## config.mk

```make
export PLATFORM = sky130hd
export DESIGN_NAME = tt_um_fir_top
export DESIGN_NICKNAME = d
export VERILOG_FILES = /design/src/rtl/tt_um_fir_top.sv
export SDC_FILE = /design/constraint.sdc
export NUM_CORES = 1
export LEC_CHECK = 0
export BUFFER_PORTS_ARGS = -buffer_cell sky130_fd_sc_hd__buf_2
export CAP_MARGIN = 20
export CELL_PAD_IN_SITES_DETAIL_PLACEMENT = 0
export CELL_PAD_IN_SITES_GLOBAL_PLACEMENT = 1
export CORE_UTILIZATION = 47
export DETAILED_ROUTE_END_ITERATION = 12
export PLACE_DENSITY = 0.83
export SLEW_MARGIN = 20
export SYNTH_ARGS = -nofsm -noshare
export SYNTH_HDL_FRONTEND = slang
export SYNTH_SLANG_ARGS = --single-unit
```

## constraint.sdc

```tcl
create_clock -name clk -period 8 [get_ports clk]
set_clock_uncertainty 0.2 [all_clocks]
set_input_delay 2 -clock clk [delete_from_list [all_inputs] [get_ports clk]]
set_output_delay 2 -clock clk [all_outputs]
set_load 0.01 [all_outputs]
```

## src/rtl/tt_um_fir_top.sv

```systemverilog
// tt_um_fir_top: 4-tap programmable FIR on signed 8-bit samples, Q1.7 coefs.
// Optional build macro FIR_ROUND_EN: round half up before the output shift.
//
// Ports:
//   clk      rising-edge clock
//   rst_n    asynchronous active-low reset
//   ena      design enable; all state holds while low
//   ui_in    signed sample (sample mode) or signed coefficient (load mode)
//   uio_in   [0] sample_valid, [1] coef_load, [3:2] coef index, [7:4] unused
//   uo_out   registered, scaled, saturated filter output
//   uio_out  [7] out_valid (one cycle per accepted sample), [6:0] zero
//   uio_oe   constant 8'b1000_0000
//   VPWR/VGND power pins exist only in gate-level builds (GL_TEST)

module tt_um_fir_top #(
    parameter int SHIFT      = 7,
    parameter int COEF_RESET = 32
) (
`ifdef GL_TEST
    input  wire        VPWR,
    input  wire        VGND,
`endif
    input  logic       clk,
    input  logic       rst_n,
    input  logic       ena,
    input  logic [7:0] ui_in,
    input  logic [7:0] uio_in,
    output logic [7:0] uo_out,
    output logic [7:0] uio_out,
    output logic [7:0] uio_oe
);

    localparam logic signed [7:0] COEF_INIT = 8'(COEF_RESET);
    localparam logic signed [17:0] RND =
        18'sd1 <<< (SHIFT - 1);

    logic signed [7:0] tap  [4];
    logic signed [7:0] coef [4];

    logic              out_valid;
    logic              pend;

    logic              sample_valid;
    logic              coef_load;
    logic [1:0]        coef_idx;
    logic              do_load;
    logic              do_accept;

    logic signed [15:0] prod [4];
    logic signed [17:0] acc;
    logic signed [17:0] acc_adj;
    logic signed [17:0] y;
    logic signed [7:0]  y_sat;

    logic               unused_bits;

    assign sample_valid = uio_in[0];
    assign coef_load    = uio_in[1];
    assign coef_idx     = uio_in[3:2];
    assign unused_bits  = ^uio_in[7:4];

    // A load takes priority over the sample strobe in the same cycle.
    assign do_load   = ena & coef_load;
    assign do_accept = ena & ~coef_load & sample_valid;

    always_comb begin
        for (int k = 0; k < 4; k++) begin
            prod[k] = coef[k] * tap[k];
        end
    end

    // Four 16-bit products cannot overflow an 18-bit signed sum.
    always_comb begin
        acc = '0;
        for (int k = 0; k < 4; k++) begin
            acc = acc + {{2{prod[k][15]}}, prod[k]};
        end
    end

`ifdef FIR_ROUND_EN
    assign acc_adj = acc + RND;
`else
    assign acc_adj = acc;
    logic unused_rnd;
    assign unused_rnd = ^RND;
`endif

    assign y = acc_adj >>> SHIFT;

    always_comb begin
        y_sat = y[7:0];
        if (y > 18'sd127) begin
            y_sat = 8'sd127;
        end else if (y < -18'sd128) begin
            y_sat = -8'sd128;
        end
    end

    // Taps and coefficients.
    always_ff @(posedge clk or negedge rst_n) begin
        if (!rst_n) begin
            for (int k = 0; k < 4; k++) begin
                tap[k]  <= '0;
                coef[k] <= COEF_INIT;
            end
        end else begin
            if (do_load) begin
                coef[coef_idx] <= ui_in;
            end
            if (do_accept) begin
                tap[3] <= tap[2];
                tap[2] <= tap[1];
                tap[1] <= tap[0];
                tap[0] <= ui_in;
            end
        end
    end

    // pend marks that the taps changed on the previous enabled edge, so
    // the combinational result now reflects the new sample. It holds
    // across ena=0 cycles like all other state.
    always_ff @(posedge clk or negedge rst_n) begin
        if (!rst_n) begin
            pend      <= 1'b0;
            out_valid <= 1'b0;
            uo_out    <= '0;
        end else if (ena) begin
            pend      <= do_accept;
            out_valid <= pend;
            if (pend) begin
                uo_out <= y_sat;
            end
        end else begin
            out_valid <= 1'b0;
        end
    end

    assign uio_out = {out_valid, 7'b0};
    assign uio_oe  = 8'b1000_0000;

endmodule

```

==> results of run 1 <==
state kept, by name, indices dropped and copies added (netlist names):
signal     flops
tap           32
pend           1
uo_out         8
out_valid      1
coef          32
kinds of logic after synthesis:
family,count (synthesis)
buf+inv,437
other cells,2
compound gates,71
flops,74
simple gates,303
xor+xnor,36
mux,63
fa+ha+maj,418
final cells by class:
class / count / area (sq um) / area share
Multi-Input combinational cell: 906 / 11100 / 0.689
Sequential cell: 74 / 1870 / 0.116
Inverter: 390 / 1470 / 0.0908
Timing Repair Buffer: 117 / 870 / 0.0538
Tap cell: 390 / 488 / 0.0302
Clock buffer: 10 / 239 / 0.0148
Clock inverter: 6 / 97.6 / 0.00604
layer usage:
metal,part of all wire,routed length [microns]
met1,0.42,13000
met2,0.52,16100
met3,0.040,1260
met4,0.025,790
met5,0,0
worst paths after layout:
path / from / to / slack (ps) / cells after the start
max: coef[3] / uo_out[4] / -780 / 32
min: tap[15] / tap[15] / 300 / 2
max reg2reg: coef[3] / uo_out[4] / -780 / 32
min reg2reg: tap[15] / tap[15] / 300 / 2
max in group asynchronous: rst_n / coef[5] / 5650 / 2
min in group asynchronous: rst_n / tap[20] / 1330 / 1
synthesized netlist by cell type (all sizes together), types with 2 or more instances:
master    n
nor3      2
dfstp     4
a211oi    2
clkbuf   27
xnor2    31
a21boi    3
nand3     3
xor2      5
conb      2
nand2   112
nor2b     2
o21a      3
fa      302
nand2b   16
a21oi    19
a21o      3
and2b     2
o31ai     2
inv     389
a211o     2
buf      20
nor2     29
ha      116
dfrtp    70
nand4     3
mux2     63
and2    124
nor4      4
o22a      7
o21ai    20
what timing repair did:
action | CTS | global route
resized for setup | 46 | 33
endpoints found under the setup margin | 8 | 8
setup buffers | 7 | 6
endpoints found under the hold margin | 0 | 0
pin swaps | 38 | 43
stage by stage:
| stage | setup TNS (ps) | util | setup WS (ps) | hold WS (ps) | std cells |
|---|---|---|---|---|---|
| finish | -5990 | 0.545 | -781 | 301 | 1893 |
| global route | -8440 | 0.545 | -1080 | 314 | 1893 |
| CTS | -6640 | 0.537 | -850 | 294 | 1886 |
| detailed placement | -8660 | 0.517 | -1100 | 278 | 1863 |
| global placement | -8240 | 0.517 | -1040 | 271 | 1863 |
| floorplan | -2610 | - | -342 | 258 | 1417 |
tightest hold or removal path: stages (launching register included):
cell and delay [ps]:
sky130_fd_sc_hd__dfrtp_1 350, sky130_fd_sc_hd__nand2_1 50, sky130_fd_sc_hd__o21ai_0 60
==> results by stage, run 1 <==
CTS:
- The maximum number of buffers from clock root to sink is 2.
- The depth of the CTS H-tree is 3.
- The tree built by TritonCTS fans out to 74 sinks.
- The number of hold buffers added after cts is 0.
- Clock-pin slew was measured on the worst setup and hold paths at 70 ps.
- The later-pin clock latency in the skew report is 350 ps.
- TritonCTS built the clock tree.
- Clock tree synthesis inserted a total of 9 buffers.
- The clock tree root buffer cell is sky130_fd_sc_hd__clkbuf_16.

Synth:
- In the synthesized netlist the async set-or-reset flop fraction comes to 1.00.
- The xor and xnor fraction of the mapped netlist area is 0.0223.
- Of the total synthesized cell area, the portion taken by AND, OR, NAND and NOR gates is 0.110.
- The share of Yosys cell area claimed by the top area cell type is 0.427.
- The main combinational cell family by area after synthesis is adder cells.
- Dividing the synthesized area by the synthesized cell count gives 10.1 sq um.
- Synthesis produced 1404 cells.
- The yosys synthesis warning count is 0.
- The number of distinct standard cells referenced by the synthesized netlist is 58.
- In this run, synthesis inferred 0 flip-flops with an integrated enable.
- Of the post-synthesis cell area, the part taken by muxes is 0.0501.
- For this run, the register share of the synthesized area comes to 0.131.
- The most used flip-flop cell after synthesis is sky130_fd_sc_hd__dfrtp_1.
- The number of storage elements in the synthesis netlist is 74.
- Of the total synthesized cell area, the portion taken by full adders, half adders and majority gates is 0.529.
- Summing every instance area after synthesis gives 14200 sq um.
- The synthesized-area fraction occupied by ao, oa, aoi and oai cells is 0.0364.
- sky130_fd_sc_hd__fa_1 takes more of the synthesized area than any other cell.
- Yosys attributes the largest share of cell area to sky130_fd_sc_hd__fa_1, sky130_fd_sc_hd__dfrtp_1, sky130_fd_sc_hd__inv_1.

Route:
- The average routed wire per standard cell is 16.4 microns.
- Dividing the detail-routed via count by the number of cells gives 4.93.
- The number of antenna-violating nets in the routed design is 0.
- For this run, design rule violations remaining after detail routing come to 0.
- The routed wire length is 31.1 mm.
- For this block, the via count after detailed routing is 9331.
- For this run, the detailed router's first-pass iteration total came to 5.
- The first-iteration detailed-routing DRC count is 392.

Timing:
- Static timing analysis puts the maximum clock frequency at 114 MHz.
- The count of pins over their slew limit came to 0.
- Dividing the final minimum period by the clock period gives 1.10.
- The number of hold violations in the final report came to 0.
- Setup repair after global routing could not meet its margin everywhere.
- The smallest clock period supported by the final layout is computed as 8780 ps.
- The headroom to the max-slew limit is 0.616.
- The post-layout worst setup margin is -781 ps.
- At the pin with the least slew margin, the transition time is 576 ps.
- Setup violations remaining at the end of the flow were counted as 8.

Final layout:
- The net count reported at finish is 1935.
- Fill cells in the final layout number 2640.
- Leaving out fill and tap cells, the most frequent cell in the layout is sky130_fd_sc_hd__inv_1.
- Relative to the synthesized area, the layout overhead comes to 14.0%.
- The ratio of cells with drive above 1 in the final layout is 0.199.
- After routing the design area is 16200 sq um.
- In the layout the commonest cells are sky130_fd_sc_hd__inv_1, sky130_fd_sc_hd__fa_1, sky130_fd_sc_hd__and2_1.
- The repair_antennas step left the layout with diodes totalling 0.

Floorplan:
- In this run the standard cell core region covers 29600 sq um.
- The die covers 30800 sq um.
- The initial standard-cell utilization of the core is 0.478.
- The site row count is 63.
- In this run the horizontal extent of the chip is 176 microns.
- From bottom edge to top edge, the die measures 176 microns.
- 43 I/O pins were placed.

Critical path:
- The type of the worst setup path is reg -> reg.
- The number of buffers and inverters on the critical path is 7.
- In this design, the critical path's most frequently occurring cell is sky130_fd_sc_hd__fa_1.
- The slowest cell on the critical path is sky130_fd_sc_hd__fa_1.
- Data on the critical path arrives at its endpoint at 8810 ps.
- Broken down by cell family, the worst path's largest delay share belongs to adder cells.
- The worst setup path is captured at a flop.
- The required time at the endpoint of the critical path is 8030 ps.
- The worst setup path is launched from a flop.
- The maximum fanout encountered on the critical timing path is 7.
- In this design, the stage delay of the slowest critical-path cell is 540 ps.

GRT:
- The number of global-route vias before repair is 10700.
- The pin count of the biggest net entering global routing is 75.
- The initial antenna violation count is 0.
- For met2 alone, demand over resource in global routing was 0.405.
- For this run the aggregate overflow at the end of global routing stands at 0.
- The met3 layer usage reported by global route is 0.0240.
- met2 is the most crowded layer.
- The total routing resource utilization after global routing is 0.227.
- The global-route wire length before repair is 54.2 mm.
- For this run, global-route usage on met1 was measured as 0.291.

Hold path:
- The path class of the tightest hold or removal check is reg -> reg.

Placement:
- The quantity of I/O buffers inserted on ports is 23.
- The wire-length estimate of the detail-placed layout is 25.7 mm.
- Summing all placed instances gives a cell area of 15300 sq um.
- The congestion estimate from routability-driven global placement came to 0.845.

Status:
- The final reports fail on setup timing.
- The run finished, with violations left.

Run:
- The number of max-capacitance violations reported is 0.
Power of run 1 is left out: the tool's default activity adds up to more than one toggle a clock period on the data nets, which glitch-free logic cannot reach.
==> run 2, diff against run 1 <==
- CORE_UTILIZATION: 47 -> 52
- PLACE_DENSITY: 0.83 -> 0.87
- RECOVER_POWER: not set -> 100
- SKIP_LAST_GASP: not set -> 1
- clock period: 8 -> 8.7 ns (I/O delays scaled with it)
==> run 2 against run 1 <==
The flow finishes with violations (capacitance limit, slew limit, setup timing). Non-clock buffer count shrank 2. Sequential share of layout area grew 0.14 points. Worst hold slack lost 3.2 ps. Maximum frequency shrank 1.1%. Design area shrank 1.1%. Utilization grew 4.9 points. Global-route usage grew 2.6 points. Critical path depth grew 1. Via count grew 0.46%. Wire length grew 1.7%. Critical endpoint is now uo_out[3]. Largest cell class unchanged. Highest routed layer unchanged.
==> results by stage, run 2 (synthesized netlist as in run 1, its figures left out) <==
Timing:
- The number of hold violations in the final report is 0.
- The maximum clock rate is 113 MHz.
- Setup repair after global routing could not meet its margin everywhere.
- Dividing the final minimum period by the clock period gives 1.02.
- The total of endpoints with negative setup slack in the final report is 7.
- The count of pins over their slew limit is 106.
- The headroom to the max-slew limit is -1.66.
- The routed design could run at a clock period as short as 8880 ps.
- Once routing completed, OpenROAD measured the worst setup slack at -180 ps.
- The worst-margin pin slew is 3980 ps.

Final layout:
- The ratio of cells with drive above 1 in the final layout is 0.182.
- At the end of the flow the core is filled with cells to 0.594.
- The net count of the finished layout is 1933.
- The leading cell type in the layout, fill and taps excluded is sky130_fd_sc_hd__inv_1.
- In the final layout, the registers with the most flip-flops are coef: 32 flops, tap: 32 flops, uo_out: 8 flops.
- Leaving out fill and tap cells, the most frequent cells in the layout are sky130_fd_sc_hd__inv_1, sky130_fd_sc_hd__fa_1, sky130_fd_sc_hd__and2_1.
- The repair_antennas step left the layout with diodes totalling 0.
- The area added between synthesis and finish is 12.7%.

Route:
- The routed wire length is 31.6 mm.
- The first-iteration detailed-routing DRC count is 473.
- The average routed wire per standard cell is 17.2 microns.
- After detailed routing, the number of vias per cell comes to 5.09.
- The routed layout has 9374 vias.
- The DRC violation count after routing is 0.
- Once detail routing completed, the nets flagged for antenna violations numbered 0.
- The first TritonRoute pass finished after 4 iterations.

GRT:
- The total overflow left after global routing is 0.
- The number of global-route vias before repair is 10700.
- The first global-routing pass estimated 54.6 mm of wire.
- The total routing resource utilization after global routing is 0.253.
- The initial antenna violation count was 0.
- Entering global routing, the biggest net connects 69 pins.

Critical path:
- The maximum single-stage delay on the critical path is 600 ps.
- STA puts the critical path data arrival time at 8910 ps.
- STA classifies the critical path endpoint as a flop.
- STA classifies the critical path startpoint as a flop.
- The worst register-to-register path ends at uo_out[3].
- The required time at the endpoint of the critical path is 8730 ps.
- The type of the worst setup path is reg -> reg.
- The slowest cell on the critical path is sky130_fd_sc_hd__fa_1.
- Setup slack on the worst reg-to-reg path comes out at -180 ps.
- Among the stages of the critical path, the cell type that occurs most often is sky130_fd_sc_hd__fa_1.
- The worst register-to-register path begins at coef[3].
- Along the worst path, the maximum fanout reaches 7.
- The worst register-to-register path has a depth of 33.

CTS:
- The clock buffer count from CTS is 9.
- The total number of clock tree sinks is 74.
- The clock passes through at most 2 buffers.
- The post-CTS clock slew at the launch and capture registers of the worst setup and hold paths is 70 ps.
- The H-tree was split into 3 levels.
- The clock tree root buffer cell is sky130_fd_sc_hd__clkbuf_16.
- The number of hold buffers added after cts is 0.
- The later-pin clock latency in the skew report is 350 ps.
- The CTS tree is done.

Floorplan:
- The horizontal die dimension is 167 microns.
- The total area inside the core boundary comes to 26900 sq um.
- The number of primary I/O pins is 43.
- The initial utilization of the core area, before any placement, comes to 0.527.
- The die height is 167 microns.
- The die covers 27900 sq um.
- The floorplan has 60 rows.

Hold path:
- The hold path depth is 2.
- The classification of the worst-slack hold path is reg -> reg.
- The startpoint of the worst hold path is tap[15].
- The worst hold path terminates at tap[15].

Placement:
- Routability-driven placement finished with a final weighted congestion of 0.862.
- The quantity of I/O buffers inserted on ports is 23.
- The estimated wirelength of the detail-placed design is 25.7 mm.

Status:
- The final reports fail on capacitance limit, slew limit, setup timing.
- The run finished, with violations left.

Run:
- The number of max-capacitance violations reported is 2.
[run 2: changes by cell type in the layout (fill, tap and decap cells not counted), moves of 6 or more]
cell / delta
sky130_fd_sc_hd__inv_1: +7
sky130_fd_sc_hd__ha_4: -6
sky130_fd_sc_hd__buf_2: -10
sky130_fd_sc_hd__buf_4: -6
sky130_fd_sc_hd__inv_2: -6
sky130_fd_sc_hd__clkbuf_1: +14
[run 2: metrics by stage]
stage | setup TNS [ps] | worst slack, ps | hold WS [ps] | instances | instance area [sq um]
floorplan | 0 | 6.36 | 258 | 1417 | 14200
global placement | -4990 | -647 | 270 | 1817 | 15100
detailed placement | -5500 | -725 | 284 | 1817 | 15100
CTS | -1950 | -285 | 297 | 1835 | 15800
global route | -3120 | -430 | 333 | 1842 | 16000
finish | -1170 | -180 | 298 | 1842 | 16000
[run 2: worst max-delay path, delay by kind of cell, from the launching register on]
kind | cells | cell delay, ps
AO/OA/AOI/OAI | 9 | 1650
XOR/XNOR | 1 | 160
AND/OR/NAND/NOR | 3 | 640
flip-flops | 1 | 470
adder cells (fa/ha/maj) | 12 | 5080
buffers and inverters | 8 | 550
[run 2: final cells by class]
cell class,instances,area [sq um]
tap,341,427
clock inverter,6,97.6
inverter,390,1460
fill,2270,10900
timing repair buffer,115,811
sequential,74,1870
clock buffer,10,239
multi-input combinational,906,11100
[run 2: repair_timing]
action | in CTS | in global routing
endpoints found under the setup margin | 8 | 8
buffers inserted | 4 | 7
pin swaps | 34 | 34
resized for setup | 61 | 41
[run 2: how the worst max path moves through the flow]
stage	start	to	depth (start not counted)
6_report	coef[3]	uo_out[3]	33
2_1_floorplan	coef[5]	uo_out[0]	33
3_3_place_gp	coef[5]	uo_out[5]	34
4_1_cts	coef[3]	uo_out[3]	35
5_1_grt	coef[3]	uo_out[3]	35
3_5_place_dp	coef[5]	uo_out[3]	34
[run 2: per-layer routing]
metal,vias up,track usage,routed length (microns)
li1,4281,-,-
met1,4826,0.324,12400
met2,212,0.444,16500
met3,55,0.0195,1430
met4,0,0.107,1230
met5,-,0,0
Power of run 2 is left out for the same reason.
